`config.mk`:
```
export PLATFORM = sky130hd
export DESIGN_NAME = ifu_fetch
export DESIGN_NICKNAME = d
export VERILOG_FILES = /design/src/rtl/ifu_fetch.sv
export SDC_FILE = /design/constraint.sdc
export NUM_CORES = 1
export LEC_CHECK = 0
export BUFFER_PORTS_ARGS = -buffer_cell sky130_fd_sc_hd__buf_4
export CORE_ASPECT_RATIO = 0.9
export CORE_MARGIN = 4
export CORE_UTILIZATION = 40
export CTS_CLUSTER_DIAMETER = 150
export DETAILED_ROUTE_END_ITERATION = 12
export GPL_TIMING_DRIVEN = 0
export PLACE_DENSITY_LB_ADDON = 0.08
export SLEW_MARGIN = 20
export SYNTH_ARGS = -nofsm -noshare
export SYNTH_HDL_FRONTEND = slang
export SYNTH_SLANG_ARGS = --single-unit
export TNS_END_PERCENT = 50
```
`constraint.sdc`:
```
create_clock -name clk -period 1.77 [get_ports clk]
set_input_delay 0.354 -clock clk [delete_from_list [all_inputs] [get_ports clk]]
set_output_delay 0.354 -clock clk [all_outputs]
set_load 0.05 [all_outputs]
```
`src/rtl/ifu_fetch.sv`:
```
// Instruction-fetch unit: holds the architectural PC, issues one fetch at a time,
// hands the instruction to decode and waits for writeback to return the next PC.
//
// state   | meaning
// S_REQ   | fetch request presented at pc, waiting for memory to accept
// S_WAIT  | request accepted, waiting for the response word
// S_OUT   | instruction presented to decode
// S_WB    | waiting for writeback to deliver the resolved next PC
// S_FAULT | bus error or misaligned target seen; only reset leaves
module ifu_fetch #(
  parameter logic [31:0] RESET_PC = 32'h8000_0000,
  parameter int          XLEN     = 32
) (
  input  logic            clk,
  input  logic            rst,
  output logic            imem_req_valid,
  input  logic            imem_req_ready,
  output logic [XLEN-1:0] imem_addr,
  input  logic            imem_resp_valid,
  output logic            imem_resp_ready,
  input  logic [XLEN-1:0] imem_rdata,
  input  logic            imem_resp_err,
  output logic            inst_valid,
  input  logic            inst_ready,
  output logic [XLEN-1:0] inst,
  output logic [XLEN-1:0] pc,
  output logic [XLEN-1:0] snpc,
  input  logic            wb_valid,
  output logic            wb_ready,
  input  logic [XLEN-1:0] dnpc,
  output logic            fetch_fault
);

  typedef enum logic [2:0] {
    S_REQ   = 3'd0,
    S_WAIT  = 3'd1,
    S_OUT   = 3'd2,
    S_WB    = 3'd3,
    S_FAULT = 3'd4
  } state_e;

  state_e          state_q;
  logic [XLEN-1:0] pc_q;
  logic [XLEN-1:0] inst_q;
  logic            fault_q;
  logic            req_valid_q;
  logic            resp_ready_q;
  logic            inst_valid_q;
  logic            wb_ready_q;

  always_ff @(posedge clk) begin
    if (rst) begin
      state_q      <= S_REQ;
      pc_q         <= XLEN'(RESET_PC);
      inst_q       <= '0;
      fault_q      <= 1'b0;
      req_valid_q  <= 1'b1;
      resp_ready_q <= 1'b0;
      inst_valid_q <= 1'b0;
      wb_ready_q   <= 1'b0;
    end else begin
      case (state_q)
        S_REQ: begin
          if (imem_req_ready) begin
            state_q      <= S_WAIT;
            req_valid_q  <= 1'b0;
            resp_ready_q <= 1'b1;
          end
        end
        S_WAIT: begin
          if (imem_resp_valid) begin
            resp_ready_q <= 1'b0;
            if (imem_resp_err) begin
              fault_q <= 1'b1;
              state_q <= S_FAULT;
            end else begin
              inst_q       <= imem_rdata;
              inst_valid_q <= 1'b1;
              state_q      <= S_OUT;
            end
          end
        end
        S_OUT: begin
          if (inst_ready) begin
            inst_valid_q <= 1'b0;
            wb_ready_q   <= 1'b1;
            state_q      <= S_WB;
          end
        end
        S_WB: begin
          if (wb_valid) begin
            // pc takes dnpc even when misaligned so the bad target is visible
            pc_q       <= dnpc;
            wb_ready_q <= 1'b0;
            if (dnpc[1:0] != 2'b00) begin
              fault_q <= 1'b1;
              state_q <= S_FAULT;
            end else begin
              req_valid_q <= 1'b1;
              state_q     <= S_REQ;
            end
          end
        end
        default: begin
          state_q      <= S_FAULT;
          fault_q      <= 1'b1;
          req_valid_q  <= 1'b0;
          resp_ready_q <= 1'b0;
          inst_valid_q <= 1'b0;
          wb_ready_q   <= 1'b0;
        end
      endcase
    end
  end

  // Handshake outputs are forced low for the whole time rst is held
  assign imem_req_valid  = req_valid_q  & ~rst;
  assign imem_resp_ready = resp_ready_q & ~rst;
  assign inst_valid      = inst_valid_q & ~rst;
  assign wb_ready        = wb_ready_q   & ~rst;

  assign imem_addr   = pc_q;
  assign pc          = pc_q;
  assign snpc        = pc_q + XLEN'(4);
  assign inst        = inst_q;
  assign fetch_fault = fault_q;

endmodule

```
==> flow_metrics.env <==
export IMPL_synth_cell_type_count=38
export IMPL_final_util_pct=78.6
export IMPL_slew_headroom_pct=65.8
export IMPL_cp_arrival_ps=2060
export IMPL_place_congestion=0.825
export IMPL_dieArea_um2=10200
export IMPL_avgViaCountPerCell=4.94
export IMPL_rows=31
export IMPL_dp_hpwl_mm=8.55
export IMPL_worstPathCellList="ha_4, and4_1, buf_6, nor3b_4, buf_4, nand3_4, xnor2_4, buf_6"
export IMPL_power_density_nw_per_um2=575
export IMPL_yosysSeqAreaShare_pct=41.7
export IMPL_drc=0
export IMPL_cts_buffers=9
export IMPL_avgRoutedWirePerCell_um=15.3
export IMPL_path_max_fanout=5
export IMPL_grt_setup_unrepaired="true"
export IMPL_critPathLaunchType="register"
export IMPL_antenna_left=0
export IMPL_status="finished, violations left"
export IMPL_cts_tree="done"
export IMPL_clock_sinks=72
export IMPL_drv_slew=0
export IMPL_fin_worst_skew_ps=7.09
export IMPL_synth_seq_cells=72
export IMPL_hp_class="input pin to register"
export IMPL_grt_pass1_wl_mm=17.8
export IMPL_cpLargestDelayFamily="simple AND/OR/NAND/NOR gates"
export IMPL_vias=4059
export IMPL_die_width_um=106
export IMPL_endpoint_kind="output pin"
export IMPL_area_growth_pct=87.0
export IMPL_antenna_found_initial=0
export IMPL_instances_no_fill=822
export IMPL_slowest_delay_ps=360
export IMPL_dp_cells=763
export IMPL_io_buffers=203
export IMPL_routed_wl_mm=12.5
export IMPL_timing_critical_path_mode_cell="buf_6"
export IMPL_path_buf_inv=3
export IMPL_grt_overflow=0
export IMPL_syn_inst=445
export IMPL_synth_flop_cell="dfxtp_1"
export IMPL_grt_max_degree=14
export IMPL_cp_slowest_cell="dfxtp_4"
export IMPL_place_ws_ps=-427
export IMPL_die_h_um=96.2
export IMPL_drive_gt1_share_pct=55.2
export IMPL_grt_usage_pct=21.7
export IMPL_setup_viol=25
export IMPL_clk_insertion_delay_late_ps=350
export IMPL_yosysWarnings=0
export IMPL_path_class="register to output pin"
export IMPL_initial_core_util_pct=42.0
export IMPL_finalHoldViolations=0
export IMPL_ir_drop_uv=490
export IMPL_drt_initial_drc_count=118
export IMPL_htree_levels=3
export IMPL_min_period_over_period_pct=136
export IMPL_dr_pass1_iters=5
export IMPL_maxCapViolCount=0
export IMPL_grt_pass1_vias=3617
export IMPL_setup_ws_ps=-646
export IMPL_synth_edf_count=0
export IMPL_violations="negative setup slack"
export IMPL_antennaDiodeCount=0
export IMPL_worst_ep_required_time_ps=1420
export IMPL_worst_pin_slew_ps=513
export IMPL_netlist_area_um2=3450
export IMPL_clockBufferDepth=2
export IMPL_clock_root_buffer="clkbuf_8"
export IMPL_async_flop_share_pct=0
export IMPL_synth_nets=517
export IMPL_clk_pin_slew_ps=80
export IMPL_leakage_nw=3.04
export IMPL_pin_count=204
export IMPL_core_area_um2=8220
export IMPL_nets=774
export IMPL_finalCriticalPeriod_ps=2420
export IMPL_avgSynthCellArea_um2=7.76
export IMPL_timing_fmax_mhz=414
## cell families (layout without fill, tap and decap cells)
| logic type | count (synthesis) | in the layout | share of synthesized area (%) |
|---|---|---|---|
| flops | 72 | 72 | 41.7 |
| fa+ha+maj | 1 | 1 | 0.362 |
| simple gates | 198 | 198 | 27.1 |
| compound gates | 80 | 80 | 12.5 |
| xor+xnor | 28 | 28 | 7.10 |
| buf+inv | 66 | 328 | 11.2 |
## power by group
part	leakage (nW)	internal, mW	switching, mW
Clock	0.0972	0.658	0.660
Combinational	2.34	0.285	0.422
Sequential	0.603	1.65	0.0411
Total	3.04	2.59	1.12
## routing by layer
| metal | share of wire, % | global-route usage, % | up-vias | wire length [µm] |
|---|---|---|---|---|
| met3 | 6.7 | 5.77 | 29 | 842 |
| met1 | 38 | 25.4 | 1909 | 4710 |
| met5 | 0 | 0 | - | 0 |
| met2 | 54 | 39.2 | 158 | 6730 |
| met4 | 2.1 | 6.80 | 0 | 260 |
| li1 | - | - | 1963 | - |
## worst paths after layout
kind	from	endpoint	slack (ps)	cells after the start
max reg2reg	state_q[1]	imem_addr[13]	110	6
min reg2reg	inst[3]	inst[3]	460	2
min	rst	resp_ready_q	200	2
max	imem_addr[2]	snpc[18]	-650	8
## metrics by stage
step	cell area, µm²	total power, mW	setup TNS, ps	hold WS (ps)
floorplan	3940	2.15	-6930	444
CTS	6100	3.73	-11410	193
detailed placement	5610	2.42	-5270	448
finish	6460	3.72	-12470	204
global placement	5610	2.40	-4790	435
global route	6460	3.87	-15400	198
## layout make-up
type | count | area (µm²)
inverters | 6 | 22.5
well taps | 115 | 144
clock buffers | 10 | 128
plain buffers | 60 | 388
clock inverters | 6 | 66.3
repair buffers | 246 | 1990
multi-input cells | 307 | 2200
flip-flops and latches | 72 | 1530
fillers | 585 | 1760
## cells in the mapped netlist (3+ instances only)
master,instances,area [µm²]
nand2_1,138,518
dfxtp_1,72,1440
a21oi_1,69,345
buf_4,34,255
xnor2_1,24,210
clkbuf_1,18,67.6
nand4_1,12,75.1
nand3_1,11,55.1
buf_2,8,40.0
inv_1,6,22.5
nor2_1,5,18.8
nor2b_1,5,31.3
nor3_1,5,25.0
and4_1,4,35.0
xor2_1,4,35.0
and2_1,3,18.8
## repair_timing
action,CTS,global route
hold buffers,0,0
gates cloned,1,0
buffers inserted,22,20
pin swaps,20,20
resized for setup,32,55
endpoints found under the setup margin,25,82
hold endpoints to repair,0,0
## placed cells by master, fill, tap and decap left out, types with 3 or more instances in the layout
master,Yosys,final
buf_4,34,249
nand2_1,138,133
a21oi_1,69,69
dfxtp_1,72,44
buf_6,0,29
dfxtp_4,0,21
xnor2_4,0,16
clkbuf_1,18,13
nand4_1,12,12
clkbuf_8,0,9
nand3_4,0,8
xnor2_2,0,7
dfxtp_2,0,7
inv_1,6,6
clkbuf_2,0,6
nand2_4,0,5
nor2b_1,5,5
buf_8,0,5
buf_2,8,4
nor2_1,5,4
and2_1,3,3
nor3_1,5,3
## registers in the layout (all words and copies together), names as in the netlist
signal	cells
imem_addr	32
inst	32
state_q	3
fetch_fault	1
inst_valid_q	1
req_valid_q	1
resp_ready_q	1
wb_ready_q	1
No activity file was read; power rests on OpenSTA's default activity.
